### src/rtl/port_b_stream_reader.sv
// Port-B read engine: walks LENGTH words from BASE_ADDR over the RAM read port and
// replays them in order as a valid/ready stream through a small credit-limited FIFO.

module port_b_stream_reader #(
  parameter int ADDR_WIDTH = 17,
  parameter int DATA_WIDTH = 24,
  parameter int BASE_ADDR  = 0,
  parameter int LENGTH     = 90000,
  parameter int FIFO_DEPTH = 4
) (
  input  logic                  clk_b,
  input  logic                  reset,
  input  logic                  start,
  output logic                  busy,
  output logic                  done,
  output logic [ADDR_WIDTH-1:0] address_b,
  input  logic [DATA_WIDTH-1:0] read_data_b,
  output logic [DATA_WIDTH-1:0] out_data,
  output logic                  out_valid,
  input  logic                  out_ready
);

  localparam int CNT_W = $clog2(LENGTH + 1);
  localparam int PTR_W = $clog2(FIFO_DEPTH);

  if (LENGTH < 1) begin : g_bad_length
    $error("port_b_stream_reader: LENGTH must be at least 1");
  end
  if ((longint'(BASE_ADDR) + longint'(LENGTH) - 1) >= (longint'(1) << ADDR_WIDTH)) begin : g_bad_range
    $error("port_b_stream_reader: BASE_ADDR+LENGTH-1 does not fit ADDR_WIDTH");
  end
  if ((FIFO_DEPTH < 2) || ((FIFO_DEPTH & (FIFO_DEPTH - 1)) != 0)) begin : g_bad_depth
    $error("port_b_stream_reader: FIFO_DEPTH must be a power of 2 and at least 2");
  end

  typedef enum logic [1:0] {
    ST_IDLE,
    ST_ISSUE,
    ST_DRAIN,
    ST_DONE
  } state_t;

  state_t                state;
  state_t                state_next;
  logic [CNT_W-1:0]      issue_cnt;
  logic [CNT_W-1:0]      accept_cnt;
  logic                  rd_pending;
  logic [DATA_WIDTH-1:0] fifo_mem [FIFO_DEPTH];
  logic [PTR_W-1:0]      wr_ptr;
  logic [PTR_W-1:0]      rd_ptr;
  logic [PTR_W:0]        fifo_count;

  logic launch;
  logic issue;
  logic last_issue;
  logic push;
  logic pop;
  logic last_accept;

  // A read is only launched when its word is guaranteed a FIFO slot, counting the
  // read still in flight, so the capture path never needs back-pressure.
  always_comb begin
    launch      = 1'b0;
    issue       = 1'b0;
    last_issue  = 1'b0;
    push        = rd_pending;
    pop         = out_valid && out_ready;
    last_accept = 1'b0;
    if (state == ST_IDLE) begin
      launch = start;
    end
    if (state == ST_ISSUE) begin
      issue = (int'(fifo_count) + int'(rd_pending)) < FIFO_DEPTH;
    end
    last_issue  = issue && (issue_cnt == CNT_W'(LENGTH - 1));
    last_accept = pop && (accept_cnt == CNT_W'(LENGTH - 1));
  end

  always_comb begin
    state_next = state;
    case (state)
      ST_IDLE:  if (start)       state_next = ST_ISSUE;
      ST_ISSUE: if (last_issue)  state_next = ST_DRAIN;
      ST_DRAIN: if (last_accept) state_next = ST_DONE;
      ST_DONE:                   state_next = ST_IDLE;
      default:                   state_next = ST_IDLE;
    endcase
  end

  always_ff @(posedge clk_b or posedge reset) begin
    if (reset) begin
      state <= ST_IDLE;
    end else begin
      state <= state_next;
    end
  end

  always_ff @(posedge clk_b or posedge reset) begin
    if (reset) begin
      issue_cnt  <= '0;
      accept_cnt <= '0;
      address_b  <= '0;
      rd_pending <= 1'b0;
    end else begin
      rd_pending <= issue;
      if (launch) begin
        issue_cnt  <= '0;
        accept_cnt <= '0;
      end else begin
        if (issue) begin
          issue_cnt <= issue_cnt + CNT_W'(1);
          address_b <= ADDR_WIDTH'(BASE_ADDR + int'(issue_cnt));
        end
        if (pop) begin
          accept_cnt <= accept_cnt + CNT_W'(1);
        end
      end
    end
  end

  // Skid FIFO: the head slot is never written while it is visible, so out_data is
  // stable whenever the consumer stalls.
  always_ff @(posedge clk_b or posedge reset) begin
    if (reset) begin
      for (int i = 0; i < FIFO_DEPTH; i++) begin
        fifo_mem[i] <= '0;
      end
      wr_ptr     <= '0;
      rd_ptr     <= '0;
      fifo_count <= '0;
    end else begin
      if (push) begin
        fifo_mem[wr_ptr] <= read_data_b;
        wr_ptr           <= wr_ptr + PTR_W'(1);
      end
      if (pop) begin
        rd_ptr <= rd_ptr + PTR_W'(1);
      end
      case ({push, pop})
        2'b10:   fifo_count <= fifo_count + (PTR_W + 1)'(1);
        2'b01:   fifo_count <= fifo_count - (PTR_W + 1)'(1);
        default: fifo_count <= fifo_count;
      endcase
    end
  end

  always_ff @(posedge clk_b) begin
    if (!reset) begin
      assert (!(push && fifo_count[PTR_W]));
    end
  end

  assign busy      = (state == ST_ISSUE) || (state == ST_DRAIN);
  assign done      = (state == ST_DONE);
  assign out_valid = (fifo_count != '0);
  assign out_data  = fifo_mem[rd_ptr];

endmodule
### config.mk
export PLATFORM = sky130hd
export DESIGN_NAME = port_b_stream_reader
export DESIGN_NICKNAME = d
export VERILOG_FILES = /design/src/rtl/port_b_stream_reader.sv
export SDC_FILE = /design/constraint.sdc
export NUM_CORES = 1
export LEC_CHECK = 0
export BUFFER_PORTS_ARGS = -buffer_cell sky130_fd_sc_hd__buf_2
export CAP_MARGIN = 25
export CORE_ASPECT_RATIO = 2
export CORE_MARGIN = 1.5
export CORE_UTILIZATION = 45
export CTS_BUF_LIST = sky130_fd_sc_hd__clkbuf_4 sky130_fd_sc_hd__clkbuf_8 sky130_fd_sc_hd__clkbuf_16
export DETAILED_ROUTE_END_ITERATION = 10
export HOLD_SLACK_MARGIN = 0.02
export PLACE_DENSITY = 0.62
export SYNTH_ARGS = -nofsm -noshare
export SYNTH_HDL_FRONTEND = slang
export SYNTH_SLANG_ARGS = --single-unit
### constraint.sdc
create_clock -name clk_b -period 6.2 [get_ports clk_b]
set_input_delay 1.24 -clock clk_b [delete_from_list [all_inputs] [get_ports clk_b]]
set_output_delay 1.24 -clock clk_b [all_outputs]
set_load 0.01 [all_outputs]
==> reports/summary.md, run 1 <==
The switching power was 1.263 mW; the worst clock skew was 0.01098 ns. Setup repair after global routing left no endpoint under its margin. In this run the deepest clock path goes through 2 buffers.

The leakage dissipation was 3.717 nW; the largest driver fanout on the critical path was 26. The wire length of the first global-routing pass is 22.54 mm, and the count of vias placed by the detailed router is 4129. TritonCTS built the clock tree.

The arrival time at the worst endpoint is 2.19 ns, and the count of clock tree sinks is 157. For this run, design rule violations remaining after detail routing come to 0. The die covers 16370 µm². The layout cell share with drive strength beyond 1 was 0.4349. The final weighted congestion of routability-driven global placement is 0.7880, and the portion of the clock cycle consumed by the worst path in the final layout is 0.5527. For the pin with the worst max-slew slack, the measured transition is 0.9702 ns. The final number of hold-violating endpoints is 0. The number of buffers inserted during clock tree synthesis is 17, and the part of the total power dissipated in combinational logic is 0.324.

After clock tree synthesis, the flow added hold-fix buffers numbering 0. The switching power share of the total was 0.3052. Total setup buffers inserted after CTS: 0.

The completed layout was analyzed and its total power is 4.140 mW. For this run, the post-layout net count is 612. The fraction of registers with async set/reset was 1.000; the chip height was 179.4 µm. The logs give 0.0002561 V for the maximum resistive drop on vdd and 64 for the row count. The logs give 0.3450 for the worst slew margin relative to its limit and 1 for the initial antenna violation count.

Counting flops and latches in the post-synthesis netlist gives 157. The worst setup path is captured at a primary output. The number of buffer cells added on primary ports works out to 71.

The buffering stage count on the worst path with inverters included was 1; the setup TNS was 0 ns. The tools report the share of the yosys chip area belonging to registers as 0.5609. The cell area after synthesis came out at 7004 µm². After synthesis, the mean cell area works out to 14.15 µm². For the number of global-route vias before repair, the log shows 4540.

Among all flip-flop cells after synthesis, the most frequent one is sky130_fd_sc_hd__dfrtp_1. After floorplanning, the core was sized to cover 15290 µm². The largest single stage delay on the critical path is 0.99 ns. The run finished with clean final reports. From synthesis to final layout, the design area changed by 17.17%. The count of nets left with antenna violations once routing finished came out at 0. The run gives 0.415 as the proportion of power drawn by flip-flops and latches. The first TritonRoute pass finished after 4 iterations. The slowest stage of the critical path is the sky130_fd_sc_hd__dfrtp_2 cell.

The final core utilization was 0.5366; the maximum clock frequency was 291.8 MHz. The antenna diode instance count is 0, and the required time at the endpoint of the critical path is 4.96 ns. Once the clock tree was built, the resizer swapped 0 gates to a different size. Clock latency on the worst-skew pair, taken at its later pin, is 0.42 ns.

Across all setup checks in the final design, the least slack found is 2.774 ns. Yosys mapped a number of flops with a built-in enable equal to 0. Detailed placement finished with a half-perimeter wire length of 9.029 mm. Number of pins with negative max-slew slack in the final report: 0. The average via count per standard cell was 5.280. The total overflow left after global routing is 0.

Entering global routing, the biggest net connects 107 pins. The number of placed instances with taps included was 749. The floorplan step set the die width to 91.22 µm.

Broken down by cell family, the worst path's largest delay share belongs to flip-flops. The tools report the combined global-route utilization of all metal layers as 0.1768. On the final layout, the worst hold slack is 0.4808 ns. The run gives 4 as the level count of the clock H-tree. Summing all non-filler instances in the final layout gives an area of 8207 µm².

The logs give 0.260 for the clock share of power and 2.877 mW for the design internal power. For this block, the initial DRC count from the detailed router was 154. The clock slew at the register clock pins of the worst setup and hold paths came out at 0.06 ns.

OpenSTA, run right after detailed placement, puts the worst setup slack at 3.125 ns. I/O pin total: 72. The critical path in this run is classified as reg -> out. The Yosys step of the flow raised 0 warnings.

In this run, distinct cell masters in the synthesized netlist total 39. Synthesis produced a netlist with a net count of 536. After detailed routing, the total wire length is 13.38 mm. Across the run, the number of max-cap violations was 0. The worst path needs 3.426 ns of the cycle, external delays included. The placed instances occupy a cell area of 7557 µm². Setup violations remaining at the end of the flow were counted as 0. The CTS root buffer was sky130_fd_sc_hd__clkbuf_16. For this run, the number of standard cells in the final layout without fillers is 782. The startpoint class of the critical path is a register. The gate count of the mapped netlist is 495, and the effective utilization at floorplan is 0.4580. Walking the worst path, the cells encountered are mux4_2 > buf_2. For this design the ratio of total power to cell area is 504.5 nW/µm². Final routed wire length divided by cell count: 17.10 µm. The class of the most critical hold timing path is reg -> reg.
[worst paths after layout]
kind	from	to	slack [ns]	cells past startpoint
worst max register to register	state[0]$_DFFE_PP0P_	address_b[6]$_DFFE_PP0P_	3.77	6
max in group asynchronous	reset	fifo_mem[32]$_DFFE_PP0P_	4.06	4
min in group asynchronous	reset	fifo_mem[0]$_DFFE_PP0P_	0.79	2
worst min register to register	address_b[8]$_DFFE_PP0P_	address_b[8]$_DFFE_PP0P_	0.48	2
worst min-delay path	address_b[8]$_DFFE_PP0P_	address_b[8]$_DFFE_PP0P_	0.48	2
worst max-delay path	rd_ptr[0]$_DFFE_PP0P_	out_data[1]	2.77	2
[worst reg2reg max path, stage by stage (launching register included)]
cell,delay (ns)
sky130_fd_sc_hd__dfrtp_1,0.41
sky130_fd_sc_hd__inv_1,0.12
sky130_fd_sc_hd__ha_1,0.19
sky130_fd_sc_hd__and2_1,0.13
sky130_fd_sc_hd__buf_4,0.34
sky130_fd_sc_hd__nand2b_1,0.70
sky130_fd_sc_hd__mux2_2,0.43
[sequential cells by signal, summed over array words and instances (netlist names)]
name	count
fifo_mem	96
wr_ptr	2
push	1
accept_cnt	17
fifo_count	3
address_b	17
issue_cnt	17
state	2
rd_ptr	2
[layout by cell type, fill, tap and decap left out, drive strengths merged, types with 2 or more instances in the layout]
master	instances
xnor2	13
xor2	21
nor4	3
nand4	5
o21ai	6
inv	16
dfrtp	157
a21oi	6
bufinv	3
clkinv	5
mux4	24
nor3	4
nand2	24
ha	12
nor2	34
nand3	8
buf	79
mux2i	2
clkinvlp	2
mux2	113
and3	5
clkbuf	18
nor2b	2
and4	4
or3	5
[cell type report]
cell class | instances | area, µm²
Clock buffer | 18 | 439.2
Clock inverter | 14 | 182.7
Fill cell | 1290 | 7088
Inverter | 12 | 50.05
Multi-Input combinational cell | 304 | 2922
Sequential cell | 157 | 3930
Tap cell | 198 | 247.7
Timing Repair Buffer | 79 | 435.4
[cells by family after synthesis]
kind of cell | synth area share
adders and majority gates | 0.02429
muxes | 0.2617
xor gates and xnor gates | 0.04252
buffers and inverters | 0.02197
AOI/OAI and AO/OA | 0.01322
and+or+nand+nor | 0.07538
DFF | 0.5609
[cells in the mapped netlist, types with 2 or more instances]
library cell,count,area share
sky130_fd_sc_hd__xnor2_1,13,0.016
sky130_fd_sc_hd__mux2i_1,2,0.0029
sky130_fd_sc_hd__and3_1,4,0.0036
sky130_fd_sc_hd__xor2_1,21,0.026
sky130_fd_sc_hd__nand4_1,5,0.0045
sky130_fd_sc_hd__mux2_2,113,0.18
sky130_fd_sc_hd__dfrtp_1,157,0.56
sky130_fd_sc_hd__inv_1,12,0.0064
sky130_fd_sc_hd__buf_1,5,0.0027
sky130_fd_sc_hd__nor2b_1,2,0.0018
sky130_fd_sc_hd__or3_1,5,0.0045
sky130_fd_sc_hd__o21ai_0,6,0.0043
sky130_fd_sc_hd__a21oi_1,6,0.0043
sky130_fd_sc_hd__buf_2,3,0.0021
sky130_fd_sc_hd__nor4_1,2,0.0018
sky130_fd_sc_hd__nand3_1,8,0.0057
sky130_fd_sc_hd__buf_6,3,0.0048
sky130_fd_sc_hd__clkbuf_1,11,0.0059
sky130_fd_sc_hd__mux4_2,24,0.077
sky130_fd_sc_hd__and4_1,4,0.0050
sky130_fd_sc_hd__nor2_1,34,0.018
sky130_fd_sc_hd__ha_1,12,0.021
sky130_fd_sc_hd__nor3_1,4,0.0029
sky130_fd_sc_hd__nand2_1,24,0.013
[power by group through the flow]
stage          Clock [mW]  Combinational, mW  Sequential (mW)
4_1_cts              1.11               1.37             1.72
6_report             1.08               1.34             1.72
3_5_place_dp            0               1.36             1.74
3_3_place_gp            0               1.32             1.71
5_1_grt              1.15               1.47             1.78
2_1_floorplan           0               1.08             1.60
[metal layers]
| layer | GRT usage | share of wire |
|---|---|---|
| met1 | 0.1974 | 0.39 |
| met2 | 0.3158 | 0.56 |
| met3 | 0.03765 | 0.032 |
| met4 | 0.08188 | 0.021 |
| met5 | 0 | 0 |
(Power assumes the default switching activity.)
==> inputs of run 2 (changes only) <==
--- a/config.mk
+++ b/config.mk
@@ -5,6 +5,7 @@
 export SDC_FILE = /design/constraint.sdc
 export NUM_CORES = 1
 export LEC_CHECK = 0
+export ABC_AREA = 1
 export BUFFER_PORTS_ARGS = -buffer_cell sky130_fd_sc_hd__buf_2
 export CAP_MARGIN = 25
 export CORE_ASPECT_RATIO = 2
@@ -13,7 +14,7 @@
 export CTS_BUF_LIST = sky130_fd_sc_hd__clkbuf_4 sky130_fd_sc_hd__clkbuf_8 sky130_fd_sc_hd__clkbuf_16
 export DETAILED_ROUTE_END_ITERATION = 10
 export HOLD_SLACK_MARGIN = 0.02
-export PLACE_DENSITY = 0.62
+export PLACE_DENSITY = 0.61
 export SYNTH_ARGS = -nofsm -noshare
 export SYNTH_HDL_FRONTEND = slang
 export SYNTH_SLANG_ARGS = --single-unit
==> constraint.sdc (replaced) <==
create_clock -name clk_b -period 3.45 [get_ports clk_b]
set_input_delay 0.69 -clock clk_b [delete_from_list [all_inputs] [get_ports clk_b]]
set_output_delay 0.69 -clock clk_b [all_outputs]
set_load 0.01 [all_outputs]
==> reports/summary.md, run 2 <==
The tool flagged a number of max-cap violations equal to 0. The register with the most flip-flops in the layout has 96 of them. On the final layout, the worst clock skew is 0.006709 ns. The layout cell share with drive strength beyond 1 works out to 0.1485. Power spread over the standard cell area amounts to 888.3 nW/µm².

During I/O placement, the number of pins put on the boundary was 72. Entering global routing, the biggest net connects 158 pins. The net total in the final layout was 971; the worst hold slack across all endpoints was 0.4783 ns. Required time at the endpoint of the critical path: 2.76 ns.

The number of nets in the synthesized netlist is 913. After routing, the total negative slack on setup checks comes to 0 ns. Post-synthesis average cell area: 8.395 µm².

Data on the critical path arrives at its endpoint at 1.98 ns. The tools report the detailed-route DRC error count as 0. The most numerous cell in the Yosys netlist was sky130_fd_sc_hd__nand2_1. Combined global-route utilization of all metal layers: 0.2121. The class of the most critical hold timing path is reg -> reg. Wires add up to 16.68 mm. In the final routed layout, each cell accounts on average for 14.58 µm. The count of final setup violators was 0; the largest driver fanout on the critical path was 24. The worst path in the final design needs a cycle of 2.671 ns, including I/O delays and setup.

The run gives 0 as the initial antenna violation count. Leaving out fill and tap cells, the most frequent cells in the layout are 191 x sky130_fd_sc_hd__nand2_1, 173 x sky130_fd_sc_hd__o21ai_0, 157 x sky130_fd_sc_hd__dfrtp_1. Before antenna repair, the detailed router went through 5 iterations. TritonCTS built the clock tree.

The number of buffer cells added on primary ports is 71. From synthesis to final layout, the design area changed by 15.66%. The tools report the startpoint class of the critical path as a register. The fraction of registers with async set/reset works out to 1.000. The run gives 7321 µm² as the cell area after synthesis. Counting along the longest clock path gives a buffer depth of 2. The floorplan step set the die height to 183.4 µm. Once the clock tree was built, the resizer swapped 0 gates to a different size. The number of enable-type register cells in the synthesized netlist was 0. The region available for standard cell placement spans 15860 µm². For the final antenna-violating net count, the log shows 0. The flow ran to the end, and the final reports show no timing, DRC or antenna violations.

The worst setup path is of the reg -> out kind. The distinct cell type count of the synthesized netlist is 33. The most frequently used flop master after synthesis is sky130_fd_sc_hd__dfrtp_1. The number of pins with negative max-slew slack in the final report came out at 0.

The tools report the final number of hold-violating endpoints as 0. From left edge to right edge, the die measures 93.19 µm. The first global-routing pass estimated 28.12 mm of wire. The average via count per standard cell is 5.060, and the final standard cell area without fillers is 8467 µm². The run gives 5824 as the number of global-route vias before repair.

The row count was 65. The count of clock tree sinks is 157. The number of placed instances with taps included was 1112. The endpoint class of the critical path was a primary output. Setup repair after global routing left no endpoint under its margin. The antenna diode instance count is 0, and the maximum clock frequency is 374.4 MHz.

The dominant cell type by area after synthesis is sky130_fd_sc_hd__dfrtp_1. In this run the post-CTS setup repair buffer count came out at 0. The tools report the final instance count without filler cells as 1144. The Yosys warning count was 0. Across all layers, the routed design uses 5789 vias.

For this design, the CTS-stage hold fixing added 0 buffers. Ranked by total cell area, the synthesized netlist is headed by sky130_fd_sc_hd__dfrtp_1 54%, sky130_fd_sc_hd__o21ai_0 12%, sky130_fd_sc_hd__nand2_1 9.8%. Clock tree synthesis inserted a total of 17 buffers. The gate count of the mapped netlist is 872, and the HPWL after detailed placement is 10.80 mm.

Summed over all cells, the static leakage comes to 4.135 nW. At the later pin of the worst-skew pair, clock insertion delay measures 0.42 ns. The congestion estimate from routability-driven global placement came to 0.7984. The placement-stage cell area came out at 7820 µm². The measured slew at the worst slew-check pin works out to 0.8833 ns.

The most frequent standard cell in the layout excluding fill and tap cells is sky130_fd_sc_hd__nand2_1. The tools report the worst slew margin relative to its limit as 0.4112. Overflow left after global routing: 0. The register ranked first by flip-flop count was fifo_mem. The clock slew at the register clock pins of the worst setup and hold paths was 0.06 ns; the area enclosed by the die boundary was 17090 µm². The H-tree generated during clock tree synthesis spans 4 levels.

In this run, synthesis produced a sequential element count of 157. Share of the yosys chip area belonging to registers: 0.5367. The number of DRC markers in iteration 0 was 255; the portion of the clock cycle consumed by the worst path in the final layout was 0.7742. The run gives 0.4616 as the effective utilization at floorplan.

Counting instances in the post-synthesis netlist gives the leading cell types as 191 x sky130_fd_sc_hd__nand2_1, 173 x sky130_fd_sc_hd__o21ai_0, 157 x sky130_fd_sc_hd__dfrtp_1. For the maximum resistive drop on vdd, the log shows 0.0004732 V. The share of Yosys cell area claimed by the top area cell type is 0.5367. The CTS root buffer is sky130_fd_sc_hd__clkbuf_16.
[run 2: changes by cell type in the layout (fill, tap and decap cells not counted), sizes merged, moves of 66 or more]
cell   before  now
nor2       34  107
inv        16   82
nand2      24  198
o21ai       6  183
mux2      113    0
[run 2: final cells by class]
cell class | instances | area, µm²
fillers | 1558 | 7392
flip-flops and latches | 157 | 3929
multi-input cells | 591 | 2877
clock buffers | 21 | 455.4
repair buffers | 80 | 447.9
inverters | 83 | 315.3
well taps | 201 | 251.5
clock inverters | 11 | 191.4
[run 2: worst paths after layout]
check                                           end                      from  slack (ns)  depth (start not counted)
setup / recovery                        out_data[3]     rd_ptr[1]$_DFFE_PP0P_        0.78                          4
hold / removal             fifo_mem[36]$_DFFE_PP0P_  fifo_mem[36]$_DFFE_PP0P_        0.48                          2
setup reg to reg           address_b[0]$_DFFE_PP0P_      state[0]$_DFFE_PP0P_        1.38                          9
hold reg to reg            fifo_mem[36]$_DFFE_PP0P_  fifo_mem[36]$_DFFE_PP0P_        0.48                          2
max in group asynchronous  fifo_mem[27]$_DFFE_PP0P_                     reset        2.28                          3
min in group asynchronous  fifo_mem[33]$_DFFE_PP0P_                     reset        0.49                          3
[run 2: power breakdown]
group          switching, mW  internal (mW)
clock                  0.740           1.31
combinational           1.58          0.955
sequential             0.387           2.54
[run 2: critical path, stage by stage (launching register included)]
cell                      delay [ns]
sky130_fd_sc_hd__dfrtp_1        0.37
sky130_fd_sc_hd__inv_1          0.58
sky130_fd_sc_hd__o21ai_0        0.19
sky130_fd_sc_hd__o22ai_1        0.24
sky130_fd_sc_hd__buf_2          0.18
[run 2: cell families after synthesis]
logic type                 Yosys count  share of synthesized area
xor gates and xnor gates             4                   0.004786
buffers and inverters              124                    0.07041
and+or+nand+nor                    349                     0.2053
DFF                                157                     0.5367
AOI/OAI and AO/OA                  225                     0.1596
adders and majority gates           13                    0.02324
[run 2: per-stage QoR]
stage | power, mW | util | setup WS, ns
floorplan | 4.728 | - | 0.7731
global placement | 5.480 | 0.4931 | 1.187
detailed placement | 5.539 | 0.4931 | 1.176
CTS | 7.621 | 0.5339 | 0.7198
global route | 8.144 | 0.5339 | 0.6230
finish | 7.521 | 0.5339 | 0.7792
[run 2: metal layers]
layer  track usage  vias to the layer above  share of wire
li1              -                     2957              -
met1        0.2348                     2746           0.41
met2        0.3965                       72           0.56
met3       0.03690                       14          0.022
met4       0.07636                        0          0.014
met5             0                        -              0
==> inputs of run 3 (changes only) <==
--- a/config.mk
+++ b/config.mk
@@ -14,7 +14,7 @@
 export CTS_BUF_LIST = sky130_fd_sc_hd__clkbuf_4 sky130_fd_sc_hd__clkbuf_8 sky130_fd_sc_hd__clkbuf_16
 export DETAILED_ROUTE_END_ITERATION = 10
 export HOLD_SLACK_MARGIN = 0.02
-export PLACE_DENSITY = 0.61
+export PLACE_DENSITY = 0.64
 export SYNTH_ARGS = -nofsm -noshare
 export SYNTH_HDL_FRONTEND = slang
 export SYNTH_SLANG_ARGS = --single-unit
==> constraint.sdc (replaced) <==
create_clock -name clk_b -period 2.3 [get_ports clk_b]
set_input_delay 0.46 -clock clk_b [delete_from_list [all_inputs] [get_ports clk_b]]
set_output_delay 0.46 -clock clk_b [all_outputs]
set_load 0.01 [all_outputs]
==> reports/summary.md, run 3 (synthesized netlist as in run 2, its figures left out) <==
The flow ran to the end, and the final reports show no timing, DRC or antenna violations. The tools report the number of placed instances with taps included as 1122. Effective utilization at floorplan: 0.4616. Endpoint class of the critical path: a primary output.

TritonCTS built the clock tree. After clock tree synthesis, the clock-pin slew on the worst setup and hold paths is 0.06 ns. The portion of the clock cycle consumed by the worst path in the final layout came out at 0.9466. The tightest hold path in the finished design has a slack of 0.09800 ns. The most frequent standard cell in the layout excluding fill and tap cells was sky130_fd_sc_hd__nand2_1. At the pin with the least slew margin, the transition time is 0.5783 ns. The number of optimization iterations in the first detailed-route pass was 4; the largest driver fanout on the critical path was 49. The later pin in the worst-skew pair is clocked with a latency of 0.42 ns.

In this run the remaining antenna-violating nets after routing total 0. The class of the most critical hold timing path is in -> async. The critical path start-end classification is reg -> out. The number of cells on the worst reg-to-reg path is 10. The detailed-route DRC error count is 0, and the I/O pin total is 72. The detailed router placed 5885 vias in this run. The tools report the number of DRC markers in iteration 0 as 284. The combined global-route utilization of all metal layers was 0.2081; the required time at the endpoint of the critical path was 1.84 ns.

The number of hold buffers added after CTS was 0. IR analysis of the VDD net gives a maximum drop of 0.0006778 V. The first global-routing pass estimated 27.73 mm of wire. The tool flagged a number of max-cap violations equal to 0. The tools report the overflow left after global routing as 0. Entering global routing, the biggest net connects 50 pins. For the worst setup path, the data arrival time is 1.72 ns. In this run the horizontal extent of the chip is 93.19 µm. The maximum clock frequency was 459.3 MHz; the area of the placeable core was 15860 µm². Clock skew on the completed layout was measured at 0.01023 ns. STA classifies the critical path startpoint as a register.

The logs give 0.6136 for the worst slew margin relative to its limit and 65 for the row count. For the final instance count without filler cells, the log shows 1154. The HPWL after detailed placement was 11.23 mm. The final critical delay including setup and external delays was 2.177 ns; the net total in the final layout was 981. The H-tree was split into 4 levels.

The logs give 0 for the antenna diode instance count and 10.84 mW for the total power. Setup repair after global routing left no endpoint under its margin. For this design the ratio of total power to cell area is 1282 nW/µm². The final number of hold-violating endpoints is 0, and the maximum buffer depth of the clock tree is 2.

Chip height: 183.4 µm. The signed area change from the synthesized netlist to the final layout is 15.48%. Number of global-route vias before repair: 5882. Setup violations remaining at the end of the flow were counted as 0. fifo_mem holds more flip-flops than any other register.

The slack of the worst reg-to-reg path was 0.28 ns. For this design, the sink count on the clock tree is 157. The register with the most flip-flops in the layout has 96 of them. CTS root buffer: sky130_fd_sc_hd__clkbuf_16. The initial antenna violation count was 0; the area enclosed by the die boundary was 17090 µm². The number of pins with negative max-slew slack in the final report came out at 0. Summed over all layers, the routed wires come to 16.60 mm. In the layout the commonest cells are 191 x sky130_fd_sc_hd__nand2_1, 173 x sky130_fd_sc_hd__o21ai_0, 157 x sky130_fd_sc_hd__dfrtp_1.

After detailed routing, the number of vias per cell comes to 5.100. The layout cell share with drive strength beyond 1 was 0.1574; the final routed wire length divided by cell count was 14.38 µm. The number of buffers inserted during clock tree synthesis was 17.

Summed over all cells, the static leakage comes to 4.119 nW. The filler cells instantiated in the layout total 1576. Buffers placed on the I/O ports in this run total 71. At the end of routability-driven placement, the weighted congestion stood at 0.8286.
==> run 3: cell types whose count changed in the layout (fill, tap and decap cells not counted), sizes merged <==
cell / delta
buf: +10
bufinv: -5
clkinvlp: +5
clkbuf: -4
inv: +3
clkinv: +1
==> run 3: repair_timing <==
| item | 4_1_cts | 5_1_grt |
|---|---|---|
| resized for setup | 0 | 1 |
| setup endpoints to repair | 0 | 15 |
| buffers inserted | 0 | 0 |
| hold endpoints to repair | 0 | 0 |
==> run 3: worst paths after layout <==
| kind | startpoint | end |
|---|---|---|
| min in group clk_b | read_data_b[13] | fifo_mem[37]$_DFFE_PP0P_ |
| min | reset | address_b[10]$_DFFE_PP0P_ |
| max | rd_ptr[0]$_DFFE_PP0P_ | out_data[3] |
| max in group asynchronous | reset | fifo_mem[34]$_DFFE_PP0P_ |
| max reg2reg | fifo_count[0]$_DFFE_PP0P_ | fifo_count[2]$_DFFE_PP0P_ |
| min reg2reg | address_b[7]$_DFFE_PP0P_ | address_b[7]$_DFFE_PP0P_ |
==> run 3: routing by layer <==
layer | GRT usage | vias up | share of wire
met5 | 0 | - | 0
met4 | 0.08061 | 0 | 0.014
met3 | 0.03648 | 17 | 0.025
met2 | 0.3857 | 95 | 0.56
met1 | 0.2309 | 2789 | 0.40
li1 | - | 2984 | -
==> run 3: cell type report <==
type / instances / area, µm² / area share
Multi-Input combinational cell: 591 / 2877 / 0.3402
Inverter: 83 / 315.3 / 0.03729
Timing Repair Buffer: 90 / 539.3 / 0.06379
Clock buffer: 17 / 425.4 / 0.05032
Sequential cell: 157 / 3929 / 0.4647
Tap cell: 201 / 251.5 / 0.02975
Clock inverter: 15 / 117.6 / 0.01391
==> run 3: stage by stage <==
| step | area (µm²) | setup TNS [ns] | setup WS [ns] | util |
|---|---|---|---|---|
| floorplan | 7325 | -23.06 | -0.1469 | - |
| global placement | 7908 | 0 | 0.3915 | 0.4986 |
| detailed placement | 7908 | 0 | 0.2824 | 0.4986 |
| CTS | 8451 | 0 | 0.005634 | 0.5329 |
| global route | 8454 | 0 | 0.02638 | 0.5331 |
| finish | 8454 | 0 | 0.1227 | 0.5331 |
==> run 3: worst max-delay path, stage by stage (launching register included) <==
cell and delay [ns]:
sky130_fd_sc_hd__dfrtp_1 0.36, sky130_fd_sc_hd__buf_6 0.33, sky130_fd_sc_hd__o21ai_0 0.15, sky130_fd_sc_hd__o22ai_1 0.26, sky130_fd_sc_hd__buf_2 0.19
==> run 3: power breakdown <==
group,switching (mW),internal [mW]
logic,2.41,1.48
clock network,1.18,1.39
registers,0.572,3.82
total,4.16,6.68
